`src/rtl/store_align_buffer_pkg.sv`:
```
// Shared store-mode codes, default queue depth and misalignment masks for the
// store alignment buffer.
package store_align_buffer_pkg;

  typedef enum logic [2:0] {
    SL_WORD      = 3'd0,
    SL_HALF      = 3'd1,
    SL_BYTE      = 3'd2,
    SL_WORDLEFT  = 3'd3,
    SL_WORDRIGHT = 3'd4
  } sl_mode_e;

  localparam int SB_DEPTH = 4;

  // Low address bits that must be zero for an aligned word / half store.
  localparam logic [1:0] SB_ERR_WORD_MASK = 2'b11;
  localparam logic [1:0] SB_ERR_HALF_MASK = 2'b01;

endpackage

```
`src/rtl/store_lane_align.sv`:
```
// Combinational mapping of store mode and bus offset onto bus byte lanes:
// aligned data, byte enables and a misalignment / illegal-mode flag.
module store_lane_align
  import store_align_buffer_pkg::*;
#(
  parameter  int BUS_BYTES = 4,
  localparam int OFF_W     = $clog2(BUS_BYTES),
  localparam int BUS_W     = BUS_BYTES * 8
) (
  input  logic [OFF_W-1:0]     off_i,
  input  logic [31:0]          data_i,
  input  logic [2:0]           mode_i,
  output logic [BUS_W-1:0]     data_o,
  output logic [BUS_BYTES-1:0] be_o,
  output logic                 err_o
);

  logic [1:0]       w;
  logic [OFF_W-1:0] wbase;
  logic [OFF_W-1:0] pos;
  logic [31:0]      wdata;
  logic [3:0]       wbe;

  assign w     = off_i[1:0];
  assign wbase = off_i & ~OFF_W'(3);

  // Build the store inside a 32-bit word, then slide it to its lane position.
  always_comb begin
    wdata = '0;
    wbe   = '0;
    err_o = 1'b0;
    pos   = wbase;
    case (mode_i)
      SL_WORD: begin
        wdata = data_i;
        wbe   = 4'hF;
        err_o = |(w & SB_ERR_WORD_MASK);
      end
      SL_HALF: begin
        wdata = {16'b0, data_i[15:0]};
        wbe   = 4'b0011;
        pos   = off_i;
        err_o = |(w & SB_ERR_HALF_MASK);
      end
      SL_BYTE: begin
        wdata = {24'b0, data_i[7:0]};
        wbe   = 4'b0001;
        pos   = off_i;
      end
      SL_WORDLEFT: begin
        wdata = data_i >> {2'd3 - w, 3'b000};
        wbe   = 4'hF >> (2'd3 - w);
      end
      SL_WORDRIGHT: begin
        wdata = data_i << {w, 3'b000};
        wbe   = 4'hF << w;
      end
      default: err_o = 1'b1;
    endcase
  end

  assign data_o = BUS_W'(wdata) << {pos, 3'b000};
  assign be_o   = BUS_BYTES'(wbe) << pos;

endmodule

```
`src/rtl/store_align_buffer.sv`:
```
// Store queue between MEM and the data bus: aligns stores, merges same-word
// back-to-back stores into the tail, drains over valid/ready, probes loads.
module store_align_buffer
  import store_align_buffer_pkg::*;
#(
  parameter int BUS_BYTES = 4,
  parameter int DEPTH     = SB_DEPTH,
  parameter int ADDR_W    = 32
) (
  input  logic                   clk,
  input  logic                   reset,
  input  logic                   req_valid,
  output logic                   req_ready,
  input  logic [ADDR_W-1:0]      req_addr,
  input  logic [31:0]            req_data,
  input  logic [2:0]             req_mode,
  output logic                   err_valid,
  output logic [ADDR_W-1:0]      err_addr,
  output logic                   mem_valid,
  input  logic                   mem_ready,
  output logic [ADDR_W-1:0]      mem_addr,
  output logic [BUS_BYTES*8-1:0] mem_data,
  output logic [BUS_BYTES-1:0]   mem_be,
  input  logic [ADDR_W-1:0]      chk_addr,
  output logic                   chk_hit,
  output logic                   sb_empty
);

  localparam int OFF_W = $clog2(BUS_BYTES);
  localparam int PTR_W = $clog2(DEPTH);
  localparam int CNT_W = PTR_W + 1;
  localparam int BUS_W = BUS_BYTES * 8;

  logic [ADDR_W-1:0]    addr_q [DEPTH];
  logic [BUS_W-1:0]     data_q [DEPTH];
  logic [BUS_BYTES-1:0] be_q   [DEPTH];
  logic [DEPTH-1:0]     vld_q, vld_d;
  logic [PTR_W-1:0]     head_q, tail_q, tail_last;
  logic [CNT_W-1:0]     count_q, count_d;
  logic                 err_valid_q;
  logic [ADDR_W-1:0]    err_addr_q;

  logic [ADDR_W-1:0]    req_baddr, chk_baddr;
  logic [BUS_W-1:0]     lane_data, merged_data;
  logic [BUS_BYTES-1:0] lane_be;
  logic                 lane_err;
  logic                 tail_match, can_merge, pop;
  logic                 accept, do_err, do_merge, do_push;

  store_lane_align #(.BUS_BYTES(BUS_BYTES)) u_align (
    .off_i  (req_addr[OFF_W-1:0]),
    .data_i (req_data),
    .mode_i (req_mode),
    .data_o (lane_data),
    .be_o   (lane_be),
    .err_o  (lane_err)
  );

  assign req_baddr = {req_addr[ADDR_W-1:OFF_W], {OFF_W{1'b0}}};
  assign chk_baddr = {chk_addr[ADDR_W-1:OFF_W], {OFF_W{1'b0}}};
  assign tail_last = tail_q - PTR_W'(1);

  assign mem_valid  = (count_q != '0);
  assign sb_empty   = (count_q == '0);
  assign pop        = mem_valid & mem_ready;
  assign tail_match = mem_valid && (addr_q[tail_last] == req_baddr);
  assign can_merge  = tail_match && !((count_q == CNT_W'(1)) && pop);

  // The pop exclusion only bites at count==1, where count<DEPTH already holds,
  // so tail_match stands in for can_merge and keeps mem_ready off this path.
  assign req_ready = (count_q < CNT_W'(DEPTH)) | tail_match;

  assign accept   = req_valid & req_ready;
  assign do_err   = accept & lane_err;
  assign do_merge = accept & ~lane_err & can_merge;
  assign do_push  = accept & ~lane_err & ~can_merge;

  assign mem_addr  = mem_valid ? addr_q[head_q] : '0;
  assign mem_data  = mem_valid ? data_q[head_q] : '0;
  assign mem_be    = mem_valid ? be_q[head_q]   : '0;
  assign err_valid = err_valid_q;
  assign err_addr  = err_addr_q;

  always_comb begin
    merged_data = data_q[tail_last];
    for (int b = 0; b < BUS_BYTES; b++)
      if (lane_be[b]) merged_data[b*8 +: 8] = lane_data[b*8 +: 8];
  end

  always_comb begin
    chk_hit = 1'b0;
    for (int i = 0; i < DEPTH; i++)
      if (vld_q[i] && (addr_q[i] == chk_baddr)) chk_hit = 1'b1;
  end

  always_comb begin
    vld_d = vld_q;
    if (pop)     vld_d[head_q] = 1'b0;
    if (do_push) vld_d[tail_q] = 1'b1;
    count_d = count_q + CNT_W'(do_push) - CNT_W'(pop);
  end

  always_ff @(posedge clk or negedge reset) begin
    if (!reset) begin
      head_q      <= '0;
      tail_q      <= '0;
      count_q     <= '0;
      vld_q       <= '0;
      err_valid_q <= 1'b0;
      err_addr_q  <= '0;
    end else begin
      head_q      <= head_q + PTR_W'(pop);
      tail_q      <= tail_q + PTR_W'(do_push);
      count_q     <= count_d;
      vld_q       <= vld_d;
      err_valid_q <= do_err;
      if (do_err) err_addr_q <= req_addr;
    end
  end

  // Payload needs no reset: it is only observed through valid entries.
  always_ff @(posedge clk) begin
    if (do_push) begin
      addr_q[tail_q] <= req_baddr;
      data_q[tail_q] <= lane_data;
      be_q[tail_q]   <= lane_be;
    end else if (do_merge) begin
      data_q[tail_last] <= merged_data;
      be_q[tail_last]   <= be_q[tail_last] | lane_be;
    end
  end

endmodule

```
`config.mk`:
```
export PLATFORM = sky130hd
export DESIGN_NAME = store_align_buffer
export DESIGN_NICKNAME = d
export VERILOG_FILES = /design/src/rtl/store_align_buffer_pkg.sv /design/src/rtl/store_lane_align.sv /design/src/rtl/store_align_buffer.sv
export SDC_FILE = /design/constraint.sdc
export NUM_CORES = 1
export LEC_CHECK = 0
export ABC_CLOCK_PERIOD_IN_PS = 9000
export BUFFER_PORTS_ARGS = -buffer_cell sky130_fd_sc_hd__buf_2
export CAP_MARGIN = 5
export CORE_ASPECT_RATIO = 2
export CORE_MARGIN = 2
export CORE_UTILIZATION = 55
export DETAILED_ROUTE_END_ITERATION = 7
export PLACE_DENSITY = 0.83
export SKIP_LAST_GASP = 1
export SYNTH_ARGS = -nofsm -noshare
export SYNTH_HDL_FRONTEND = slang
export SYNTH_HIERARCHICAL = 1
export SYNTH_SLANG_ARGS = --single-unit
```
`constraint.sdc`:
```
create_clock -name clk -period 9 [get_ports clk]
set_input_delay 1.8 -clock clk [delete_from_list [all_inputs] [get_ports clk]]
set_output_delay 1.8 -clock clk [all_outputs]
set_load 0.03 [all_outputs]
```
* Word level (Yosys, flattened, before mapping) *
Memories as Yosys holds them, arrays and structs flattened.
Index checks and enable logic that the tools add are counted.

operators by class
  order comparisons = 5
  bitwise gates (word level) = 13
  equality and inequality tests = 14
  muxes and demuxes = 32
  $add $sub $neg = 6
  reduce and logical (&&, ||, !) cells = 22
  shift-type cells = 6

operators with widths
  kind                number
  $eq 32x32->1        5
  $pmux 32 s5         1
  $mux 32             3
  $shl 32x5->32       2
  $mux 8              4
  $reduce_or 32->1    1
  $shr 32x5->32       1
  $mux 4              5
  $pmux 4 s5          1
  $mux 1              12
  $logic_and 1x1->1   9
  $or 4x4->4          2
  $reduce_and 2->1    4
  $and 1x1->1         6
  $eq 3x1->1 const B  2
  $eq 3x2->1 const B  2
  $logic_not 3->1     2
  $lt 2x3->1 const B  2
  $mux 2              3
  $add 2x1->2         2
  $and 4x4->4         1
  $demux 1 s2         2
  $ge 2x1->1 const B  2
  $ne 1x1->1 const B  4
  other kinds (18)    20

word-level totals
  register bits after elaboration = 44
  input port bits = 103
  word-level logic and storage cells = 107
  memories = 3
  RAM bits = 264

memory list
  name    words  width  rd ports  clocked after Yosys merged registers in  wr ports  line                      RTL
  data_q  4      32     1         0                                        1         store_align_buffer.sv:35  logic [BUS_W-1:0] data_q [DEPTH];
  addr_q  4      30     6         0                                        1         store_align_buffer.sv:34  logic [ADDR_W-1:0] addr_q [DEPTH];
  be_q    4      4      2         0                                        1         store_align_buffer.sv:36  logic [BUS_BYTES-1:0] be_q [DEPTH];

* Longest topological paths before layout *
An unclocked memory read counts as a cell.

  depth in word-level cells = 14
  depth in mapped cells = 22
  depth with buffers taken out = 15

* Modules after synthesis *
The synthesis kept the hierarchy.

modules (own cells, without submodules)
  module              cells each  area an instance (um^2)  instances
  store_align_buffer  912         14,931.8                 1
  store_lane_align    283         2,144.6                  1

* Least setup slack after synthesis *
Ideal clock, no wire load.

  path kind = reg2out
  start point = register tail_q[0]
  end point = output req_ready
  path slack = 3.723 ns
  stages on the path, launching flop included = 16
  path buffers = 6
  arrival time = 3.477 ns
  data required time = 7.200 ns
  path through = dfrtp_1 -> buf_6 -> buf_6 -> buf_6 -> inv_2 -> ha_1 -> buf_2 -> buf_2 -> buf_2 -> mux4_2 -> xor2_1 -> a21oi_1 -> nand4_4 -> nor4_4 -> nor2_1 -> inv_1

between the ends
  cells in the longest elaborated chain, start to end = 5

ends and longest elaborated chain
  item                      line                       RTL
  start: declaration        store_align_buffer.sv:38   logic [PTR_W-1:0] head_q, tail_q, tail_last;
  start signal: assignment  store_align_buffer.sv:113  tail_q <= tail_q + PTR_W'(do_push);
  $sub 2x1->2               store_align_buffer.sv:61   assign tail_last = tail_q - PTR_W'(1);
  $mem_v2 4x30              -
  $eq 32x32->1              store_align_buffer.sv:66   assign tail_match = mem_valid && (addr_q[tail_last] == req_baddr);
  $logic_and 1x1->1         store_align_buffer.sv:66
  $or 1x1->1                store_align_buffer.sv:71   assign req_ready = (count_q < CNT_W'(DEPTH)) | tail_match;
  end: declaration          store_align_buffer.sv:13   output logic req_ready,

No other way between the ends.

* Worst setup path after layout *
Ends and elaborated chain as after synthesis.

==> flow_summary.yaml <==
status:
  outcome: "finished clean"
place:
  gp_congestion: 0.950
  portBuffers: 203
  hpwl_um: 37800
synth:
  ys_async_sr_fraction_pct: 14.3
  count_of_flip_flops_with_a_built_in_enable_after_synthesis: 264
  postSynthCellCount: 1195
  postSynthRegisterBits: 308
  yosys_warning_count: 6
  dominantRegCellSynth: "sky130_fd_sc_hd__edfxtp_1"
  post_synth_instance_area_um2: 17100
  synth_sequential_area_ratio_pct: 52.9
  post_synth_num_cell_types: 84
  syn_avg_cell_area_um2: 14.3
critical_path:
  arrival_ns: 5.15
  path_max_fanout: 22
  endpoint_kind: "primary output"
  critical_path_required_ns: 7.20
  crit_slowest_cell: "sky130_fd_sc_hd__dfrtp_2"
  r2r_cells: 16
  cp_startpoint_kind: "register"
  cp_cell_sequence: "inv_2 -> ha_2 -> buf_4 -> mux4_2 -> xnor2_1 -> nand4_1 -> or4_4 -> nor4_4 -> nor2_1 -> inv_1 -> buf_2"
  cpPeakStageDelay_ns: 0.82
  worstSetupPathType: "reg -> out"
floorplanning:
  die_width_um: 129
  die_h_um: 253
  starting_density_pct: 55.5
  core_region_area_um2: 30700
  rows: 91
  fp.dieArea_um2: 32600
  ioPinCount: 208
clocking:
  cts_made_buffers: 28
  cts.clk_slew.worst_paths_ns: 0.07
  clock_net_sink_count: 308
  clockRootBuffer: "sky130_fd_sc_hd__clkbuf_16"
  h-tree-depth: 1
  cts_setup_buffers: 0
  cts_buffer_depth: 3
  latest_clock_arrival_within_the_worst_skew_pair_ns: 0.57
  ctsResizeCount: 0
  cts_tree: "done"
  postCtsHoldBufs: 0
detailed_routing:
  per_cell_via_count_in_the_routed_design: 6.46
  detail_route.drc_violations: 0
  drt_first_pass_iters: 6
  route.final.wire_length_um: 50400
  routed_wire_length_per_instance_um: 28.8
  dr_total_vias: 11312
  ant_nets: 0
  dr.first_iter.drc_count: 963
finish:
  area_growth_pct: 12.1
  fin_util_pct: 62.3
  layout-drive-gt1-share_pct: 29.7
  final_net_count: 1468
timing:
  setup_violations: 0
  min_period_ns: 6.95
  final_max_slew_viol_count: 0
  hold_viol_final: 0
  clock.fmax_mhz: 144
  fin_tns_setup_ns: 0
  worst_slew_pin_tran_ns: 1.10
  fin_crit_sh_pct: 77.3
  worst_clock_skew_ns: 0.0222
  final.hold.worst_slack_ns: 0.478
  slew_headroom_pct: 26.6
  grt_setup_unrepaired: "no"
hold_path:
  hold-path-cell-count: 1
  worst_hold_path_type: "reg -> reg"
global_routing:
  antenna_found_initial: 1
  grt_first_pass_wirelength_um: 72900
  pin_count_of_the_biggest_net_entering_global_routing: 69
  grt_util_all_layers_pct: 31.0
  first_global_vias: 11577
  grt.overflow.total: 0
pwr:
  max-vdd-ir-drop_v: 0.000171
  leakage_power_nw: 6.82
  power_per_cell_area_nw_per_um2: 312
run:
  maxCapViolations: 0
layer usage:
metal  vias to the layer above  wire (um)  share of wire (%)  track usage [%]
li1                       4953          -                  -                -
met1                      5704      15700                 31             30.6
met2                       527      28000                 55             58.4
met3                       128       2260                4.5             2.87
met4                         0       4480                8.9             23.5
met5                         -          0                  0                0
state kept, by name, indices dropped and copies added, names as in the netlist:
name	flops
data_q	128
be_q	16
vld_q	4
addr_q	120
err_valid	1
head_q	2
err_addr	32
count_q	3
tail_q	2
layout make-up:
class | instances | area, um^2
antenna | 1 | 2.50
clock buffer | 34 | 744
clock inverter | 18 | 208
fill | 2293 | 11600
inverter | 23 | 86.3
multi-input combinational | 778 | 7480
sequential | 308 | 9040
tap | 372 | 465
timing repair buffer | 217 | 1120
kinds of logic after synthesis:
| logic type | after synthesis | share of synthesized area, % |
|---|---|---|
| compound gates | 186 | 7.69 |
| simple gates | 236 | 8.38 |
| buf+inv | 110 | 3.42 |
| other cells | 1 | 0.0220 |
| fa+ha+maj | 10 | 0.762 |
| flops | 308 | 52.9 |
| mux | 198 | 19.3 |
| xor+xnor | 146 | 7.53 |
final timing paths:
check / from / endpoint / slack, ns
min: err_addr[12] / err_addr[12] / 0.48
max reg2reg: tail_q[0] / count_q[2] / 2.76
max: tail_q[0] / req_ready / 2.05
max in group asynchronous: reset / head_q[1] / 7.11
min in group asynchronous: reset / err_addr[3] / 1.37
min reg2reg: err_addr[12] / err_addr[12] / 0.48
stage by stage:
step / total power (W) / worst slack (ns) / instances / cell area (um^2)
after floorplan: 0.00393 / 3.72 / 1196 / 17100
after global placement: 0.00472 / 2.66 / 1698 / 18200
after detailed placement: 0.00476 / 2.64 / 1698 / 18200
after CTS: 0.00601 / 2.03 / 1750 / 19100
after global routing: 0.00620 / 1.85 / 1750 / 19100
final: 0.00597 / 2.05 / 1751 / 19100
synth_stat cells, types with 5 or more instances:
cell	n	area, um^2
sky130_fd_sc_hd__o22ai_1	10	62.6
sky130_fd_sc_hd__o2bb2ai_2	7	105
sky130_fd_sc_hd__a221oi_1	5	43.8
sky130_fd_sc_hd__buf_6	10	113
sky130_fd_sc_hd__xor2_1	55	482
sky130_fd_sc_hd__a22oi_1	17	128
sky130_fd_sc_hd__and2_1	76	475
sky130_fd_sc_hd__mux4_2	99	2230
sky130_fd_sc_hd__o2bb2ai_1	5	43.8
sky130_fd_sc_hd__inv_1	20	75.1
sky130_fd_sc_hd__dfrtp_1	44	1100
sky130_fd_sc_hd__ha_1	8	100
sky130_fd_sc_hd__buf_2	21	105
sky130_fd_sc_hd__a21o_1	6	45.0
sky130_fd_sc_hd__a21oi_1	38	190
sky130_fd_sc_hd__nor2_1	42	158
sky130_fd_sc_hd__o21ai_0	18	90.1
sky130_fd_sc_hd__o211ai_1	9	67.6
sky130_fd_sc_hd__o21ai_1	23	115
sky130_fd_sc_hd__mux2_1	32	360
sky130_fd_sc_hd__a211oi_1	10	75.1
sky130_fd_sc_hd__xnor2_1	90	788
sky130_fd_sc_hd__nor4_1	16	100
sky130_fd_sc_hd__mux2i_1	61	611
sky130_fd_sc_hd__nand2_1	26	97.6
sky130_fd_sc_hd__a21boi_1	9	67.6
sky130_fd_sc_hd__buf_1	9	33.8
sky130_fd_sc_hd__nand4_1	30	188
sky130_fd_sc_hd__clkbuf_1	37	139
sky130_fd_sc_hd__nand3_1	8	40.0
sky130_fd_sc_hd__edfxtp_1	264	7930
placed cells by master, fill, tap and decap left out, types with 7 or more instances in the layout:
cell type and n:
sky130_fd_sc_hd__a22oi_1 17, sky130_fd_sc_hd__o2bb2ai_2 7, sky130_fd_sc_hd__nand4_1 30, sky130_fd_sc_hd__nor2_1 38
sky130_fd_sc_hd__o21ai_0 18, sky130_fd_sc_hd__mux4_2 99, sky130_fd_sc_hd__o22ai_1 10, sky130_fd_sc_hd__xnor2_1 90
sky130_fd_sc_hd__clkbuf_16 29, sky130_fd_sc_hd__buf_4 14, sky130_fd_sc_hd__a21oi_1 38, sky130_fd_sc_hd__o211ai_1 9
sky130_fd_sc_hd__mux2_1 32, sky130_fd_sc_hd__a211oi_1 10, sky130_fd_sc_hd__inv_1 20, sky130_fd_sc_hd__nand2_1 26
sky130_fd_sc_hd__and2_1 76, sky130_fd_sc_hd__ha_1 7, sky130_fd_sc_hd__edfxtp_1 264, sky130_fd_sc_hd__o21ai_1 23
sky130_fd_sc_hd__nand3_1 8, sky130_fd_sc_hd__nor4_1 16, sky130_fd_sc_hd__a21boi_1 9, sky130_fd_sc_hd__xor2_1 55
sky130_fd_sc_hd__mux2i_1 61, sky130_fd_sc_hd__dfrtp_1 41, sky130_fd_sc_hd__buf_2 203
power by group:
part	switching, W	internal [W]	total (W)
Clock	0.000538	0.000708	0.00125
Sequential	0.000180	0.00177	0.00195
Combinational	0.00172	0.00106	0.00278
Total	0.00244	0.00353	0.00597
worst max-delay path, delay by kind of cell, from the launching register on:
family	cells	cell delay [ns]
buffers and inverters	4	0.92
XOR/XNOR	1	0.56
AND/OR/NAND/NOR	4	1.36
adder cells (fa/ha/maj)	1	0.56
flip-flops	1	0.82
multiplexers	1	0.35
(Power assumes the default switching activity.)
